===== src/rtl/prf_wb_arbiter.sv =====
// Writeback scheduler for the physical register file: per-requester result FIFOs
// feeding NPORT registered PRF/ROB writeback ports through a round-robin arbiter.
module prf_wb_arbiter #(
   parameter int NREQ   = 3,
   parameter int NPORT  = 2,
   parameter int DEPTH  = 2,
   parameter int PREG_W = 7,
   parameter int ROB_W  = 4,
   parameter int DATA_W = 32
) (
   input  logic                      clk,
   input  logic                      reset,
   input  logic                      flush,
   input  logic [NREQ-1:0]           req_valid,
   output logic [NREQ-1:0]           req_ready,
   input  logic [NREQ*PREG_W-1:0]    req_prd,
   input  logic [NREQ*ROB_W-1:0]     req_rob,
   input  logic [NREQ*DATA_W-1:0]    req_data,
   output logic [NPORT-1:0]          wb_valid,
   output logic [NPORT*PREG_W-1:0]   wb_prd,
   output logic [NPORT*ROB_W-1:0]    wb_rob,
   output logic [NPORT*DATA_W-1:0]   wb_data
);

   localparam int PTR_W = (DEPTH > 1) ? $clog2(DEPTH) : 1;
   localparam int CNT_W = $clog2(DEPTH + 1);
   localparam int IDX_W = (NREQ > 1) ? $clog2(NREQ) : 1;

   // FIFO state
   logic [PTR_W-1:0]  rd_ptr_q [NREQ];
   logic [PTR_W-1:0]  rd_ptr_d [NREQ];
   logic [PTR_W-1:0]  wr_ptr_q [NREQ];
   logic [PTR_W-1:0]  wr_ptr_d [NREQ];
   logic [CNT_W-1:0]  cnt_q    [NREQ];
   logic [CNT_W-1:0]  cnt_d    [NREQ];

   logic [PREG_W-1:0] mem_prd_q  [NREQ][DEPTH];
   logic [ROB_W-1:0]  mem_rob_q  [NREQ][DEPTH];
   logic [DATA_W-1:0] mem_data_q [NREQ][DEPTH];

   logic [PREG_W-1:0] head_prd  [NREQ];
   logic [ROB_W-1:0]  head_rob  [NREQ];
   logic [DATA_W-1:0] head_data [NREQ];

   logic [NREQ-1:0]   full;
   logic [NREQ-1:0]   empty;
   logic [NREQ-1:0]   push;
   logic [NREQ-1:0]   pop;
   logic              clear;

   // Arbiter state
   logic [IDX_W-1:0]  rr_ptr_q;
   logic [IDX_W-1:0]  rr_ptr_d;
   logic [NPORT-1:0]  port_vld;
   logic [IDX_W-1:0]  port_src [NPORT];

   // Writeback stage
   logic [NPORT-1:0]        wb_valid_q;
   logic [NPORT-1:0]        wb_valid_d;
   logic [NPORT*PREG_W-1:0] wb_prd_q;
   logic [NPORT*PREG_W-1:0] wb_prd_d;
   logic [NPORT*ROB_W-1:0]  wb_rob_q;
   logic [NPORT*ROB_W-1:0]  wb_rob_d;
   logic [NPORT*DATA_W-1:0] wb_data_q;
   logic [NPORT*DATA_W-1:0] wb_data_d;

   function automatic logic [PTR_W-1:0] ptr_inc(input logic [PTR_W-1:0] p);
      return (p == PTR_W'(DEPTH - 1)) ? '0 : p + PTR_W'(1);
   endfunction

   assign clear = reset | flush;

   // Ready depends only on registered occupancy, so a full FIFO stays not-ready
   // even in a cycle where it is also being popped.
   always_comb begin
      for (int i = 0; i < NREQ; i++) begin
         full[i]      = (cnt_q[i] == CNT_W'(DEPTH));
         empty[i]     = (cnt_q[i] == '0);
         req_ready[i] = ~full[i];
         push[i]      = req_valid[i] & ~full[i] & ~clear;
         head_prd[i]  = mem_prd_q[i][rd_ptr_q[i]];
         head_rob[i]  = mem_rob_q[i][rd_ptr_q[i]];
         head_data[i] = mem_data_q[i][rd_ptr_q[i]];
      end
   end

   // Round-robin scan from rr_ptr; successive non-empty heads fill ports 0, 1, ...
   always_comb begin
      int gcnt;
      int sel;
      // NOTE: every always_comb output gets a default before any conditional
      // assignment, otherwise an unassigned path infers a latch.
      gcnt     = 0;
      sel      = 0;
      pop      = '0;
      port_vld = '0;
      rr_ptr_d = rr_ptr_q;
      for (int p = 0; p < NPORT; p++) begin
         port_src[p] = '0;
      end
      for (int k = 0; k < NREQ; k++) begin
         sel = int'(rr_ptr_q) + k;
         if (sel >= NREQ) begin
            sel = sel - NREQ;
         end
         for (int i = 0; i < NREQ; i++) begin
            if (sel == i && !empty[i] && gcnt < NPORT) begin
               pop[i] = 1'b1;
               for (int p = 0; p < NPORT; p++) begin
                  if (gcnt == p) begin
                     port_vld[p] = 1'b1;
                     port_src[p] = IDX_W'(i);
                  end
               end
               rr_ptr_d = (i == NREQ - 1) ? '0 : IDX_W'(i + 1);
               gcnt     = gcnt + 1;
            end
         end
      end
   end

   always_comb begin
      for (int i = 0; i < NREQ; i++) begin
         rd_ptr_d[i] = pop[i]  ? ptr_inc(rd_ptr_q[i]) : rd_ptr_q[i];
         wr_ptr_d[i] = push[i] ? ptr_inc(wr_ptr_q[i]) : wr_ptr_q[i];
         case ({push[i], pop[i]})
            2'b10:   cnt_d[i] = cnt_q[i] + CNT_W'(1);
            2'b01:   cnt_d[i] = cnt_q[i] - CNT_W'(1);
            default: cnt_d[i] = cnt_q[i];
         endcase
      end
   end

   // Idle ports only drop valid; their payload fields keep the last value.
   always_comb begin
      wb_valid_d = port_vld;
      wb_prd_d   = wb_prd_q;
      wb_rob_d   = wb_rob_q;
      wb_data_d  = wb_data_q;
      for (int p = 0; p < NPORT; p++) begin
         if (port_vld[p]) begin
            wb_prd_d[p*PREG_W +: PREG_W]  = head_prd[port_src[p]];
            wb_rob_d[p*ROB_W +: ROB_W]    = head_rob[port_src[p]];
            wb_data_d[p*DATA_W +: DATA_W] = head_data[port_src[p]];
         end
      end
   end

   // NOTE: state registers use non-blocking assignments so every flop samples
   // the pre-edge values regardless of statement order.
   always_ff @(posedge clk) begin
      if (clear) begin
         for (int i = 0; i < NREQ; i++) begin
            rd_ptr_q[i] <= '0;
            wr_ptr_q[i] <= '0;
            cnt_q[i]    <= '0;
         end
         rr_ptr_q   <= '0;
         wb_valid_q <= '0;
         if (reset) begin
            wb_prd_q  <= '0;
            wb_rob_q  <= '0;
            wb_data_q <= '0;
         end
      end else begin
         for (int i = 0; i < NREQ; i++) begin
            rd_ptr_q[i] <= rd_ptr_d[i];
            wr_ptr_q[i] <= wr_ptr_d[i];
            cnt_q[i]    <= cnt_d[i];
         end
         rr_ptr_q   <= rr_ptr_d;
         wb_valid_q <= wb_valid_d;
         wb_prd_q   <= wb_prd_d;
         wb_rob_q   <= wb_rob_d;
         wb_data_q  <= wb_data_d;
      end
   end

   // NOTE: FIFO storage has no reset; an entry is only read after the count
   // says it was written, so clearing the pointers and counts is enough.
   always_ff @(posedge clk) begin
      for (int i = 0; i < NREQ; i++) begin
         if (push[i]) begin
            mem_prd_q[i][wr_ptr_q[i]]  <= req_prd[i*PREG_W +: PREG_W];
            mem_rob_q[i][wr_ptr_q[i]]  <= req_rob[i*ROB_W +: ROB_W];
            mem_data_q[i][wr_ptr_q[i]] <= req_data[i*DATA_W +: DATA_W];
         end
      end
   end

   assign wb_valid = wb_valid_q;
   assign wb_prd   = wb_prd_q;
   assign wb_rob   = wb_rob_q;
   assign wb_data  = wb_data_q;

endmodule


===== config.mk =====
export PLATFORM = sky130hd
export DESIGN_NAME = prf_wb_arbiter
export DESIGN_NICKNAME = d
export VERILOG_FILES = /design/src/rtl/prf_wb_arbiter.sv
export SDC_FILE = /design/constraint.sdc
export NUM_CORES = 1
export LEC_CHECK = 0
export ABC_AREA = 1
export BUFFER_PORTS_ARGS = -buffer_cell sky130_fd_sc_hd__clkbuf_2
export CAP_MARGIN = 20
export CORE_MARGIN = 5
export CORE_UTILIZATION = 30
export CTS_BUF_LIST = sky130_fd_sc_hd__clkbuf_16
export DETAILED_ROUTE_END_ITERATION = 6
export PLACE_DENSITY = 0.58
export SLEW_MARGIN = 20
export SYNTH_ARGS = -nofsm -noshare
export SYNTH_HDL_FRONTEND = slang
export SYNTH_SLANG_ARGS = --single-unit
export TNS_END_PERCENT = 30

===== constraint.sdc =====
create_clock -name clk -period 9.9 [get_ports clk]
set_clock_uncertainty 0.15 [all_clocks]
set_input_delay 2.97 -clock clk [delete_from_list [all_inputs] [get_ports clk]]
set_output_delay 2.97 -clock clk [all_outputs]
set_load 0.02 [all_outputs]

# After elaboration in Yosys (flattened, before gate mapping)
# Memory sizes are Yosys's and may differ from the RTL's.
# Cells that the tools add are included.
[op_classes]
addsub = 24
order_cmp = 22
eq_ne = 24
mux = 190
bitwise_logic = 28
reduce_logical = 45
[op_table]
columns = ["operator", "count"]
rows = [
  ["2-to-1 mux 32 bit", 28],
  ["== test 32 x 2 -> 1 bit (second input constant)", 11],
  ["logical NOT 32 bit", 11],
  ["2-to-1 mux 64 bit", 5],
  ["< comparator 32 x 3 -> 1 bit (second input constant)", 8],
  ["adder 32 x 2 -> 32 bit (second input constant)", 7],
  ["binary-select mux 32 bit (select 2 bit)", 2],
  ["2-to-1 mux 7 bit", 18],
  ["2-to-1 mux 4 bit", 25],
  ["demux 32 bit (select 1 bit)", 3],
  ["== test 32 x 3 -> 1 bit (second input constant)", 3],
  ["2-to-1 mux 14 bit", 5],
  ["2-to-1 mux 2 bit", 33],
  ["2-to-1 mux 1 bit", 52],
  ["2-to-1 mux 8 bit", 5],
  ["binary-select mux 7 bit (select 2 bit)", 2],
  ["demux 7 bit (select 1 bit)", 3],
  ["logical AND 1 bit", 20],
  ["binary-select mux 4 bit (select 2 bit)", 2],
  ["greater-or-equal comparator 2 bit (second input constant)", 7],
  ["demux 4 bit (select 1 bit)", 3],
  ["== test 2 bit (second input constant)", 6],
  ["NOT 1 -> 2 bit", 6],
  ["one-hot mux 2 bit (2 select lines)", 3],
  ["other kinds (25)", 65],
]
[totals]
ff_bits = 90
mem_bits_rw = 270
input_bits = 135
out_inout_bits = 91
elab_cells = 348
mem_count = 6
[memory_table]
columns = ["memory", "depth", "word_bits", "rd", "rd_ports_with_merged_regs", "write_ports", "line_no", "source"]
rows = [
  ["mem_data_q", 3, 64, 3, 0, 3, "39", "logic [DATA_W-1:0] mem_data_q [NREQ][DEPTH];"],
  ["mem_prd_q", 3, 14, 3, 0, 3, "37", "logic [PREG_W-1:0] mem_prd_q [NREQ][DEPTH];"],
  ["mem_rob_q", 3, 8, 3, 0, 3, "38", "logic [ROB_W-1:0] mem_rob_q [NREQ][DEPTH];"],
  ["cnt_q", 3, 2, 3, 0, 3, "34", "logic [CNT_W-1:0] cnt_q [NREQ];"],
  ["rd_ptr_q", 3, 1, 3, 0, 3, "30", "logic [PTR_W-1:0] rd_ptr_q [NREQ];"],
  ["wr_ptr_q", 3, 1, 3, 0, 3, "32", "logic [PTR_W-1:0] wr_ptr_q [NREQ];"],
]

# Longest topological paths before layout
[depth]
ltp_word = 35
mapped_depth = 40
ltp_nobuf = 39

# Least setup slack after synthesis
# Ideal clock, no wire load.
[synth_timing]
path_kind = "reg-to-reg"
start = "register rr_ptr_q[0]"
end = "register wb_data_q[0] (netlist: wb_data[0]), enable pin"
setup_time_ps = 503
arrival_ps = 8154
required_ps = 9247
path_slack_ps = 1093
stages_incl_launch_ff = 35
n_path_buf = 0
synth_period_minus_slack_ps = 8807
cell_sequence = "dfxtp_1 > inv_1 > ha_1 > inv_1 > nor2_1 > ha_1 > nor2_1 > inv_1 > fa_1 > inv_1 > ha_1 > nand2_2 > nand2_4 > ha_1 > inv_1 > nand3_1 > nand2_1 > inv_1 > ha_1 > inv_1 > nand3_2 > nand2_2 > inv_1 > ha_1 > inv_1 > nand4_1 > nand3_1 > inv_1 > ha_1 > inv_1 > nor2_1 > o211ai_1 > nor2_1 > nor2_1 > o21ai_0"
[synth_via]
elab_chain_len = 31
elab_cells_between_ends = 87
cone_classes = "add/sub: 12; order compare: 11; eq/ne: 6; mux: 28; reduce/logical: 30"
[synth_lines]
columns = ["item", "line_no", "source"]
rows = [
  ["from (decl)", "52", "logic [IDX_W-1:0] rr_ptr_q;"],
  ["from (signal assigned)", "171", "rr_ptr_q <= rr_ptr_d;"],
  ["subtractor 2 x 2 -> 3 bit / greater-or-equal comparator 2 bit (equally long branches)", "104, 103", ""],
  ["2-to-1 mux 32 bit", "103", "if (sel >= NREQ) begin"],
  ["logical NOT 32 bit", "107", "if (sel == i && !empty[i] && gcnt < NPORT) begin"],
  ["logical AND 1 bit", "107", ""],
  ["2-to-1 mux 1 bit", "107", ""],
  ["< comparator 32 x 3 -> 1 bit", "107", ""],
  ["logical AND 1 bit", "107", ""],
  ["2-to-1 mux 32 bit", "107", ""],
  ["(+15 left out)", "-", ""],
  ["< comparator 32 x 3 -> 1 bit", "107", ""],
  ["logical AND 1 bit", "107", ""],
  ["2-to-1 mux 32 bit", "107", ""],
  ["< comparator 32 x 3 -> 1 bit / logical NOT 32 bit (equally long branches)", "107, 110", ""],
  ["logical AND 1 bit / 2-to-1 mux 1 bit (equally long branches)", "107, 110", ""],
  ["2-to-1 mux 2 bit (*)", "107", ""],
  ["nonzero test 2 bit (no source line) (*)", "-", ""],
  ["AND reduction 2 bit (no source line) (*)", "-", ""],
  ["to (signal assigned)", "175", "wb_data_q <= wb_data_d;"],
  ["to (decl)", "64", "logic [NPORT*DATA_W-1:0] wb_data_q;"],
]
# Every way passes the cells marked *; elsewhere a longest branch is shown, timed or not.
# A chain may end at the register's enable or synchronous reset.

# Final worst setup path
[layout_timing]
start = "register rr_ptr_q[0]"
end = "register wb_data_q[56] (netlist: wb_data[56]), data pin"
[layout_via]
elab_chain_len = 35
elab_cells_between_ends = 90
cone_classes = "add/sub: 12; order compare: 11; eq/ne: 14; mux: 32; bitwise: 1; reduce/logical: 20"
[layout_lines]
columns = ["item", "line_no", "source"]
rows = [
  ["subtractor 2 x 2 -> 3 bit / greater-or-equal comparator 2 bit (equally long branches)", "104, 103", ""],
  ["2-to-1 mux 32 bit", "103", ""],
  ["logical NOT 32 bit", "107", ""],
  ["logical AND 1 bit", "107", ""],
  ["2-to-1 mux 1 bit", "107", ""],
  ["< comparator 32 x 3 -> 1 bit", "107", ""],
  ["logical AND 1 bit", "107", ""],
  ["2-to-1 mux 32 bit", "107", ""],
  ["(+18 left out)", "-", ""],
  ["< comparator 32 x 3 -> 1 bit / == test 32 x 2 -> 1 bit (equally long branches)", "107, 110", ""],
  ["logical AND 1 bit / 2-to-1 mux 2 bit (equally long branches)", "107, 110", ""],
  ["2-to-1 mux 4 bit (*)", "107", ""],
  ["NOT 2 -> 3 bit (implied by the code) (*)", "144", "wb_data_d[p*DATA_W +: DATA_W] = head_data[port_src[p]];"],
  ["binary-select mux 32 bit (select 2 bit) (*)", "144", ""],
  ["2-to-1 mux 32 bit (implied by the code) (*) (2 in a row)", "144", ""],
  ["2-to-1 mux 32 bit (*)", "141", "if (port_vld[p]) begin"],
  ["2-to-1 mux 64 bit (*)", "152", "if (clear) begin"],
]
# Every way passes the cells marked *; elsewhere a longest branch is shown, timed or not. The select of a mux whose other input is x is not followed.

==> run summary <==
The final non-filler cell area came out at 18,900 µm². Full die area: 57,300 µm². Initial cell density of the core: 30.1%. Setup repair after global routing left no endpoint under its margin. Across the whole layout, storage elements account for 10,700 µm².

The type of the worst setup path was reg2reg. The largest single stage delay on the critical path is 0.97 ns. Counting every sink on the clock net gives 360. The net count of the finished layout is 1,614. Summing over every cut layer, the via total after detailed routing is 10,500.

The number of hold-slack violations in the final timing report was 0; the max capacitance violation total was 0. The first TritonRoute pass finished after 6 iterations. The final critical-path share of the clock period works out to 77.1%.

The number of buffer cells added on primary ports was 225; the clock transition at the registers of the reported paths was 0.05 ns. The depth of the critical timing path with buffers and inverters included was 37. The synthesized netlist contains 42 unique library cells. The share of cells above drive strength 1 came out at 26.4%. The tree is rooted in a sky130_fd_sc_hd__clkbuf_16.

TritonCTS built the clock tree. The area of the mapped netlist is 15,800 µm², and the leakage dissipation is 7.01 nW. The violation count after the first detailed-routing iteration was 728. The floorplan has 84 rows. The worst hold path depth came out at 2. The slew at the pin with the worst max-slew slack came out at 1.15 ns. Via count of the first global-routing pass: 10,600. The run gives 3 as the deepest clock path buffer count. The total overflow left after global routing is 0.

The async set-reset flop share out of synthesis came out at 0%. Setup slack on the critical path of the routed design comes to 2.26 ns. The most used flip-flop cell after synthesis is sky130_fd_sc_hd__edfxtp_1. Broken down by cell family, the worst path's largest delay share belongs to simple AND/OR/NAND/NOR gates. The number of buffer and inverter instances along the worst setup path was 11. The half-perimeter wire length of the detailed placement result is 30.2 mm.

Global routing used 15.3% of the available tracks across all layers. The final count of negative-setup-slack endpoints came out at 0. The cell count after synthesis came out at 1,234. The final count of pins violating max slew was 0. The area overhead of the layout relative to synthesis works out to 19.8%. The horizontal die dimension was 239 µm; the worst hold slack after final layout was 0.348 ns. For the worst flop-to-flop path, the logic depth is 37. The final total negative setup slack is 0 ns. For the data arrival at the endpoint of the critical path, the log shows 7.74 ns. Category of the worst setup path capture point: a flip-flop. Area of placed instances: 17,700 µm².

Sequential cells were found to cover 67.5% of the synthesized design area. The highest attainable clock frequency is 0.131 GHz. The ratio of routed vias to standard cells works out to 4.83. The number of nets handed over by synthesis was 1,395. Maximum fanout along the worst path: 45.

In this run, synthesis produced a sequential element count of 360. The first-pass GRT wire length is 66.3 mm, and the relative slew slack is 23.1%. The flow ran to the end, and the final reports show no timing, DRC or antenna violations. For this design, the slowest cell found on the critical path is sky130_fd_sc_hd__nand2_2. The worst-case IR drop observed on VDD is 0.127 mV. The count of cells resized by post-cts repair was 0; the final critical-path required period was 7.64 ns. For this block, the routed nets add up to 45.5 mm of wire.

The most frequent cell on the critical path is sky130_fd_sc_hd__inv_1. The routed length per placed instance was 21.0 µm; the total area of multi-input combinational cells was 4690 µm². At the end of routability-driven placement, the weighted congestion stood at 0.768.

For the area inside the core boundary, the log shows 52,300 µm². The tools report the pre-CTS worst setup slack as 2.34 ns. The startpoint class of the critical path was a flip-flop. The logs give 0.54 ns for the clock insertion delay at the later pin of the skew report and 0 for the number of antenna-violating nets in the routed design. Buffers inserted during clock tree synthesis total 41. In this run the vertical extent of the chip is 239 µm.

Number of synthesized flops with an enable pin: 344. Entering global routing, the biggest net connects 49 pins. Pin placement for this block handled 226 I/O pins. The ratio of total power to cell area works out to 182 nW/µm². Dividing the synthesized area by the synthesized cell count gives 12.8 µm². The depth of the CTS H-tree is 2, and the total of hold buffers inserted after clock tree synthesis is 0. The tightest min-delay check is of the reg2reg type. The logs give 2 for the number of antenna violations at the first check in global routing and 0 for the DRC violation count after routing.

The tools report the yosys synthesis warning count as 0. In this run the post-CTS setup repair buffer count came out at 0. For the data required time at the worst endpoint, the log shows 10.00 ns. The run gives 5,099 as the total of fill cells in the finished design.
==> logic make-up after synthesis <==
logic type               after synthesis  synth area share, %
adder cells (fa/ha/maj)               26                 2.11
flip-flops                           360                 67.5
multiplexers                         129                 8.52
AND/OR/NAND/NOR                      455                 13.5
AO/OA/AOI/OAI                        141                 4.96
buffers and inverters                120                 3.18
XOR/XNOR                               3                0.262
==> synthesized netlist by cell type, types with 2 or more instances <==
| master | count | share of area, % |
|---|---|---|
| sky130_fd_sc_hd__clkbuf_1 | 39 | 0.93 |
| sky130_fd_sc_hd__nand2_1 | 204 | 4.9 |
| sky130_fd_sc_hd__o31ai_1 | 2 | 0.095 |
| sky130_fd_sc_hd__nand3_2 | 4 | 0.25 |
| sky130_fd_sc_hd__o21ai_2 | 2 | 0.11 |
| sky130_fd_sc_hd__inv_2 | 5 | 0.12 |
| sky130_fd_sc_hd__inv_1 | 49 | 1.2 |
| sky130_fd_sc_hd__nand2_2 | 11 | 0.44 |
| sky130_fd_sc_hd__buf_4 | 8 | 0.38 |
| sky130_fd_sc_hd__o21ai_0 | 22 | 0.70 |
| sky130_fd_sc_hd__mux2i_1 | 86 | 5.5 |
| sky130_fd_sc_hd__ha_1 | 25 | 2.0 |
| sky130_fd_sc_hd__buf_2 | 17 | 0.54 |
| sky130_fd_sc_hd__dfxtp_1 | 16 | 2.0 |
| sky130_fd_sc_hd__o21ai_4 | 3 | 0.31 |
| sky130_fd_sc_hd__nand2_4 | 5 | 0.36 |
| sky130_fd_sc_hd__a21oi_1 | 105 | 3.3 |
| sky130_fd_sc_hd__mux2_2 | 43 | 3.1 |
| sky130_fd_sc_hd__nand4_1 | 3 | 0.12 |
| sky130_fd_sc_hd__edfxtp_1 | 344 | 65 |
| sky130_fd_sc_hd__nand3_1 | 187 | 5.9 |
| sky130_fd_sc_hd__o211ai_1 | 2 | 0.095 |
| sky130_fd_sc_hd__nor2_4 | 4 | 0.29 |
| sky130_fd_sc_hd__nor2_2 | 4 | 0.16 |
| sky130_fd_sc_hd__nor2_1 | 25 | 0.59 |
| sky130_fd_sc_hd__nor3_1 | 3 | 0.095 |
==> registers in the layout, summed over array words and instances (netlist names) <==
signal and count:
mem_prd_q 42, cnt_q 6, wb_prd 14, mem_data_q 192
wb_data 64, wr_ptr_q 3, rr_ptr_q 2, mem_rob_q 24
wb_rob 8, wb_valid 2, rd_ptr_q 3
==> report_power, final <==
| group | total (mW) | internal (mW) | leakage, nW | switching [mW] |
|---|---|---|---|---|
| clock | 1.40 | 0.825 | 0.625 | 0.579 |
| sequential | 1.75 | 1.73 | 3.36 | 0.0270 |
| combinational | 0.292 | 0.0932 | 3.02 | 0.198 |
==> worst min-delay path: stages (launching register included) <==
cell	delay (ns)
sky130_fd_sc_hd__dfxtp_1	0.32
sky130_fd_sc_hd__inv_1	0.07
sky130_fd_sc_hd__a21oi_1	0.06
==> path summary, 6_finish.rpt <==
kind                                               start                        end  slack, ns
worst min-delay path            cnt_q[0][3]$_SDFFE_PP0P_   cnt_q[0][3]$_SDFFE_PP0P_       0.35
worst max-delay path            rr_ptr_q[0]$_SDFFE_PP0P_  wb_data[56]$_SDFFCE_PP0P_       2.26
worst min register to register  cnt_q[0][3]$_SDFFE_PP0P_   cnt_q[0][3]$_SDFFE_PP0P_       0.35
worst max register to register  rr_ptr_q[0]$_SDFFE_PP0P_  wb_data[56]$_SDFFCE_PP0P_       2.26
==> routing by layer <==
| layer | GRT usage [%] | wire, µm | up-vias | share of wire (%) |
|---|---|---|---|---|
| li1 | - | - | 4928 | - |
| met1 | 19.9 | 18900 | 5104 | 41 |
| met2 | 26.6 | 22700 | 394 | 50 |
| met3 | 2.84 | 3070 | 61 | 6.8 |
| met4 | 3.89 | 852 | 2 | 1.9 |
| met5 | 0 | 13 | - | 0.029 |
==> layout make-up <==
class	instances	share of cell area [%]
Tap cell	688	4.55
Antenna cell	2	0.0265
Multi-Input combinational cell	754	24.8
Inverter	55	1.10
Sequential cell	360	56.4
Clock inverter	30	1.09
Timing Repair Buffer	241	6.59
Clock buffer	41	5.43
==> layout by cell type (no fill, tap or decap), types with 19 or more instances in the layout <==
cell	Yosys	final
sky130_fd_sc_hd__nand3_1	187	187
sky130_fd_sc_hd__nor2_1	25	19
sky130_fd_sc_hd__mux2_2	43	43
sky130_fd_sc_hd__nand2_1	204	203
sky130_fd_sc_hd__mux2i_1	86	86
sky130_fd_sc_hd__a21oi_1	105	105
sky130_fd_sc_hd__o21ai_0	22	21
sky130_fd_sc_hd__ha_1	25	25
sky130_fd_sc_hd__inv_1	49	55
sky130_fd_sc_hd__edfxtp_1	344	344
sky130_fd_sc_hd__clkbuf_2	0	225
sky130_fd_sc_hd__clkbuf_16	0	41
==> through the flow <==
step | util (%) | power [mW] | cells
floorplan | - | 1.95 | 1234
global placement | 33.8 | 2.07 | 2098
detailed placement | 33.8 | 2.08 | 2098
CTS | 36.1 | 3.49 | 2169
global route | 36.1 | 3.58 | 2169
finish | 36.1 | 3.45 | 2171
Note: power is estimated with default switching activity, not from simulation.
